==> src/rtl/cpu_pipe_pkg.sv <==
// Shared pipeline-control types: forwarding-select encodings and the
// destination-register shadow slot carried alongside EXE/MEM/WB.
package cpu_pipe_pkg;

  localparam logic [1:0] FWD_RF  = 2'd0;
  localparam logic [1:0] FWD_EXE = 2'd1;
  localparam logic [1:0] FWD_MEM = 2'd2;
  localparam logic [1:0] FWD_WB  = 2'd3;

  typedef struct packed {
    logic [4:0] rn;
    logic       wreg;
    logic       m2reg;
  } slot_t;

  // $0 is hardwired, so a write to it never produces a hazard.
  function automatic logic slot_live(input slot_t s);
    return s.wreg && (s.rn != 5'd0);
  endfunction

  function automatic logic slot_match(input slot_t s, input logic [4:0] src);
    return slot_live(s) && (s.rn == src);
  endfunction

  function automatic logic slot_used(input slot_t s,
                                     input logic [4:0] rs, input logic [4:0] rt,
                                     input logic urs, input logic urt);
    return (urs && slot_match(s, rs)) || (urt && slot_match(s, rt));
  endfunction

  // Nearest producer wins: MEM-slot result is the youngest value.
  function automatic logic [1:0] fwd_sel(input logic [4:0] src, input logic uses,
                                         input slot_t s_mem, input slot_t s_wb,
                                         input slot_t s_wb2);
    if (!uses)                    return FWD_RF;
    else if (slot_match(s_mem, src)) return FWD_EXE;
    else if (slot_match(s_wb, src))  return FWD_MEM;
    else if (slot_match(s_wb2, src)) return FWD_WB;
    else                          return FWD_RF;
  endfunction

endpackage

==> src/rtl/sat_counter.sv <==
// Saturating up-counter used for debug event counts; sticks at all-ones.
module sat_counter #(
  parameter int CNT_W = 16
) (
  input  logic             clk,
  input  logic             rst,
  input  logic             inc,
  output logic [CNT_W-1:0] cnt
);

  always_ff @(posedge clk) begin
    if (rst)
      cnt <= '0;
    else if (inc && !(&cnt))
      cnt <= cnt + CNT_W'(1);
  end

endmodule

==> src/rtl/pipeline_hazard_ctrl.sv <==
// Hazard/forwarding control: tracks destination info of EXE..WB+1, raises
// load-use stalls and taken-branch flushes, and picks EXE operand sources.
module pipeline_hazard_ctrl
  import cpu_pipe_pkg::*;
#(
  parameter int LOAD_LAT = 1,
  parameter int CNT_W    = 16
) (
  input  logic             clk,
  input  logic             rst,
  input  logic [4:0]       id_rs,
  input  logic [4:0]       id_rt,
  input  logic             id_uses_rs,
  input  logic             id_uses_rt,
  input  logic [4:0]       id_rn,
  input  logic             id_wreg,
  input  logic             id_m2reg,
  input  logic             exe_is_beq,
  input  logic             exe_is_bne,
  input  logic             exe_is_jump,
  input  logic             exe_z,
  output logic             pc_wen,
  output logic             ifid_wen,
  output logic             ifid_flush,
  output logic             idexe_bubble,
  output logic             branch_taken,
  output logic [1:0]       fwd_a,
  output logic [1:0]       fwd_b,
  output logic [CNT_W-1:0] stall_cnt,
  output logic [CNT_W-1:0] flush_cnt
);

  slot_t      s_exe, s_mem, s_wb, s_wb2;
  logic [4:0] exe_rs, exe_rt;
  logic       exe_uses_rs, exe_uses_rt;

  logic take, stall, stall_exe, stall_mem;

  assign take      = exe_is_jump | (exe_is_beq & exe_z) | (exe_is_bne & ~exe_z);
  assign stall_exe = s_exe.m2reg && slot_used(s_exe, id_rs, id_rt, id_uses_rs, id_uses_rt);

  // A two-cycle load still has its data in flight while it sits in MEM.
  generate
    if (LOAD_LAT >= 2) begin : g_lat2
      assign stall_mem = s_mem.m2reg && slot_used(s_mem, id_rs, id_rt, id_uses_rs, id_uses_rt);
    end else begin : g_lat1
      assign stall_mem = 1'b0;
    end
  endgenerate

  assign stall = stall_exe | stall_mem;

  always_comb begin
    pc_wen       = 1'b1;
    ifid_wen     = 1'b1;
    ifid_flush   = 1'b0;
    idexe_bubble = 1'b0;
    branch_taken = 1'b0;
    if (rst) begin
      pc_wen       = 1'b0;
      ifid_wen     = 1'b0;
      idexe_bubble = 1'b1;
    end else if (take) begin
      branch_taken = 1'b1;
      ifid_flush   = 1'b1;
      idexe_bubble = 1'b1;
    end else if (stall) begin
      pc_wen       = 1'b0;
      ifid_wen     = 1'b0;
      idexe_bubble = 1'b1;
    end
  end

  always_comb begin
    fwd_a = FWD_RF;
    fwd_b = FWD_RF;
    if (!rst) begin
      fwd_a = fwd_sel(exe_rs, exe_uses_rs, s_mem, s_wb, s_wb2);
      fwd_b = fwd_sel(exe_rt, exe_uses_rt, s_mem, s_wb, s_wb2);
    end
  end

  always_ff @(posedge clk) begin
    if (rst) begin
      s_exe       <= '0;
      s_mem       <= '0;
      s_wb        <= '0;
      s_wb2       <= '0;
      exe_rs      <= '0;
      exe_rt      <= '0;
      exe_uses_rs <= 1'b0;
      exe_uses_rt <= 1'b0;
    end else begin
      s_wb2 <= s_wb;
      s_wb  <= s_mem;
      s_mem <= s_exe;
      if (idexe_bubble) begin
        s_exe       <= '0;
        exe_rs      <= '0;
        exe_rt      <= '0;
        exe_uses_rs <= 1'b0;
        exe_uses_rt <= 1'b0;
      end else begin
        s_exe.rn    <= id_rn;
        s_exe.wreg  <= id_wreg;
        s_exe.m2reg <= id_m2reg;
        exe_rs      <= id_rs;
        exe_rt      <= id_rt;
        exe_uses_rs <= id_uses_rs;
        exe_uses_rt <= id_uses_rt;
      end
    end
  end

  sat_counter #(.CNT_W(CNT_W)) u_stall_cnt (
    .clk (clk),
    .rst (rst),
    .inc (stall & ~take),
    .cnt (stall_cnt)
  );

  sat_counter #(.CNT_W(CNT_W)) u_flush_cnt (
    .clk (clk),
    .rst (rst),
    .inc (take),
    .cnt (flush_cnt)
  );

endmodule

==> config.mk <==
export PLATFORM = sky130hd
export DESIGN_NAME = pipeline_hazard_ctrl
export DESIGN_NICKNAME = d
export VERILOG_FILES = /design/src/rtl/cpu_pipe_pkg.sv /design/src/rtl/sat_counter.sv /design/src/rtl/pipeline_hazard_ctrl.sv
export SDC_FILE = /design/constraint.sdc
export NUM_CORES = 1
export LEC_CHECK = 0
export ABC_AREA = 1
export ABC_CLOCK_PERIOD_IN_PS = 4100
export CORE_MARGIN = 10
export CORE_UTILIZATION = 44
export DETAILED_ROUTE_END_ITERATION = 7
export PLACE_DENSITY_LB_ADDON = 0.2
export SYNTH_ARGS = -nofsm -noshare
export SYNTH_HDL_FRONTEND = slang
export SYNTH_HIERARCHICAL = 1
export SYNTH_SLANG_ARGS = --single-unit
==> constraint.sdc <==
create_clock -name clk -period 4.1 [get_ports clk]
set_input_delay 0.615 -clock clk [delete_from_list [all_inputs] [get_ports clk]]
set_output_delay 0.615 -clock clk [all_outputs]
set_load 0.01 [all_outputs]
==> flow_metrics.py <==
metrics = {
    "status": {
        "status": "finished, final reports clean",
    },
    "finish": {
        "drive_gt1_share_pct": 9.62,
        "final_common_cell": "nand2_1",
        "final_core_util_pct": 56.8,
        "nets": 677,
        "syn_to_final_growth_pct": 24.6,
        "antenna_cells": 0,
        "final_cell_mix": "nand2_1, nor2_1, inv_1",
    },
    "critical_path": {
        "worstPathRequired_ns": 3.48,
        "timing.rr.end": "u_stall_cnt/cnt[14]$_SDFFE_PP0P_",
        "startpoint_type": "input pin",
        "path_common_cell": "nor2_1",
        "r2r_cells": 15,
        "crit_chain": "clkdlybuf4s50_1 -> inv_1 -> nor2_1 -> nor2_1 -> nand2_1 -> nor2_1 -> nand2_2 -> clkdlybuf4s50_1",
        "critPathBufInv": 3,
        "r2r_setup_slack_ns": 1.99,
        "worst_setup_path_end_kind": "output pin",
        "r2r_start": "s_exe[5]$_SDFF_PP0_",
        "critical_path.max_stage_delay_ns": 0.63,
        "cp_slowest_cell": "clkdlybuf4s50_1",
        "cpLargestDelayFamily": "buffers and inverters",
        "arrival_ns": 2.62,
        "worstPathMaxFanout": 20,
        "crit_type": "in -> out",
    },
    "min_path": {
        "min_to": "s_mem[1]$_SDFF_PP0_",
        "min_from": "s_exe[1]$_SDFF_PP0_",
        "hold_path_class": "reg -> reg",
        "worstHoldPathCells": 2,
    },
    "clock_network": {
        "cts_root_buf": "clkbuf_8",
        "post_cts_resized": 0,
        "cts_buffers": 9,
        "cts.clk_slew.worst_paths_ns": 0.07,
        "tritoncts": "built",
        "holdBufCountCts": 0,
        "cts_setup_buffers": 0,
        "ctsLongestPathBuffers": 2,
        "clock-sinks": 69,
        "clkLatencyLatePin_ns": 0.34,
        "htreeDepth": 3,
    },
    "global_routing": {
        "grt-ovfl-total": 0,
        "top_usage_layer": "met2",
        "grtUsageTotal_pct": 15.4,
        "gr-usage-met3_pct": 4.86,
        "grt_pass1_wl_um": 16400,
        "met2_usage_pct": 27.5,
        "grt_max_degree": 21,
        "first_global_vias": 3508,
        "grt.met1_usage_pct": 16.6,
        "antenna_found_initial": 0,
    },
    "floorplanning": {
        "die_h_um": 113,
        "dieArea_um2": 12700,
        "start_util_pct": 45.6,
        "io_pins": 66,
        "core_um2": 8300,
        "dieWidth_um": 113,
        "rows": 33,
    },
    "detailed_routing": {
        "dr.pass1.iters": 5,
        "drtIter0Drc": 200,
        "via_per_inst": 4.85,
        "drt_wl_total_um": 9600,
        "drc_errors": 0,
        "wl_per_cell_um": 12.6,
        "antenna_left": 0,
        "vias": 3685,
    },
    "synth": {
        "synth_seq_area_share_pct": 36.5,
        "avgSynthCellArea_um2": 6.49,
        "synth_edf_count": 0,
        "ys_ff_latch": 69,
        "synth_warnings": 6,
        "async_flop_share_pct": 0,
        "synth_ff_type": "dfxtp_1",
        "syn-cell-area_um2": 3790,
        "syn_nets": 610,
        "netlist_instances": 583,
        "synth_cell_type_count": 28,
    },
    "place": {
        "hpwl_um": 7560,
        "gp_congestion": 0.899,
        "io_buffers": 65,
    },
    "timing": {
        "max_slew.worst_pin.slew_ns": 0.629,
        "post-route-period-util_pct": 78.9,
        "hold_viol": 0,
        "setup_viol": 0,
        "fmax_mhz": 309,
        "totalNegativeSetupSlack_ns": 0,
        "rsz0062_at_grt": "no",
        "holdWs_ns": 0.419,
        "period_minus_slack_ns": 3.24,
        "slew_violations": 0,
        "fin_skew_ns": 0.00926,
        "slew_headroom_pct": 58.0,
    },
    "pwr": {
        "p_total_uw": 1430,
        "vdd_ir_drop_max_mv": 0.149,
        "p_leak_uw": 0.00200,
        "powerDensity_nw_per_um2": 303,
    },
    "flow_run": {
        "max-cap-violations": 0,
    },
}
cell families after synthesis:
logic type,Yosys count,share of synthesized area (%)
AO/OA/AOI/OAI,51,7.34
adder cells (fa/ha/maj),2,0.661
buffers and inverters,101,11.2
XOR/XNOR,11,2.54
flip-flops,69,36.5
AND/OR/NAND/NOR,349,41.7
power breakdown:
group          switching [uW]  internal (uW)
clock network             257            358
registers                12.3            681
logic                    64.0           56.0
layout make-up:
type                    count  area [um2]
inverters                  91         342
clock inverters             6        86.3
flip-flops and latches     69        1380
repair buffers             66         658
fillers                   820        3580
multi-input cells         413        1980
clock buffers              10         138
well taps                 105         131
synthesized netlist by cell type, types with 2 or more instances:
cell type / instances / area share (%)
o21ai_0: 15 / 2.0
buf_4: 2 / 0.40
nand4_1: 7 / 1.2
inv_1: 87 / 8.6
clkbuf_4: 2 / 0.40
buf_6: 4 / 1.2
a21oi_1: 25 / 3.3
nor2_2: 4 / 0.66
xor2_1: 6 / 1.4
nand3b_1: 2 / 0.40
xnor2_1: 5 / 1.2
o21ai_1: 5 / 0.66
nand2_2: 13 / 2.1
o21ai_2: 2 / 0.46
nand2_1: 137 / 14
inv_2: 4 / 0.40
a21oi_2: 4 / 0.93
nor2_4: 12 / 3.6
nand3_1: 39 / 5.2
nor2_1: 127 / 13
ha_1: 2 / 0.66
nand3_2: 4 / 1.1
dfxtp_1: 69 / 36
nand4_4: 2 / 1.1
worst register-to-register path, stage by stage, from the launching register on:
cell and delay (ns):
dfxtp_1 0.40, inv_2 0.06, nand2_1 0.07, nand2_1 0.05
nor2_1 0.15, nand3_1 0.10, nand2_1 0.08, nand3_1 0.10
inv_1 0.21, inv_2 0.10, nor2_4 0.16, nand2_1 0.14
nor2_1 0.20, nand3_1 0.09, nand2_1 0.06, nor2_1 0.04
state kept, by name, indices dropped and copies added (netlist names):
| signal | cells |
|---|---|
| u_stall_cnt/cnt | 16 |
| exe_rt | 5 |
| exe_uses_rt | 1 |
| exe_rs | 5 |
| s_exe | 7 |
| s_mem | 6 |
| u_flush_cnt/cnt | 16 |
| s_wb | 6 |
| exe_uses_rs | 1 |
| s_wb2 | 6 |
how the worst max path moves through the flow:
stage	start	cells past startpoint	end
2_1_floorplan	exe_is_bne	9	pc_wen
3_3_place_gp	rst	4	idexe_bubble
3_5_place_dp	exe_is_bne	8	idexe_bubble
4_1_cts	exe_is_bne	8	idexe_bubble
5_1_grt	rst	4	idexe_bubble
6_report	exe_is_bne	8	idexe_bubble
per-stage QoR:
step / cells / instance area (um2) / worst slack (ns)
6_report: 760 / 4720 / 0.863
4_1_cts: 760 / 4720 / 0.844
3_3_place_gp: 744 / 4490 / 0.890
3_5_place_dp: 744 / 4490 / 0.853
2_1_floorplan: 583 / 3790 / 2.11
5_1_grt: 760 / 4720 / 0.759
per-layer routing:
metal / wire [um] / share of wire (%)
met1: 4090 / 43
met2: 4890 / 51
met3: 477 / 5.0
met4: 147 / 1.5
met5: 0 / 0
Note: power is estimated with default switching activity, not from simulation.
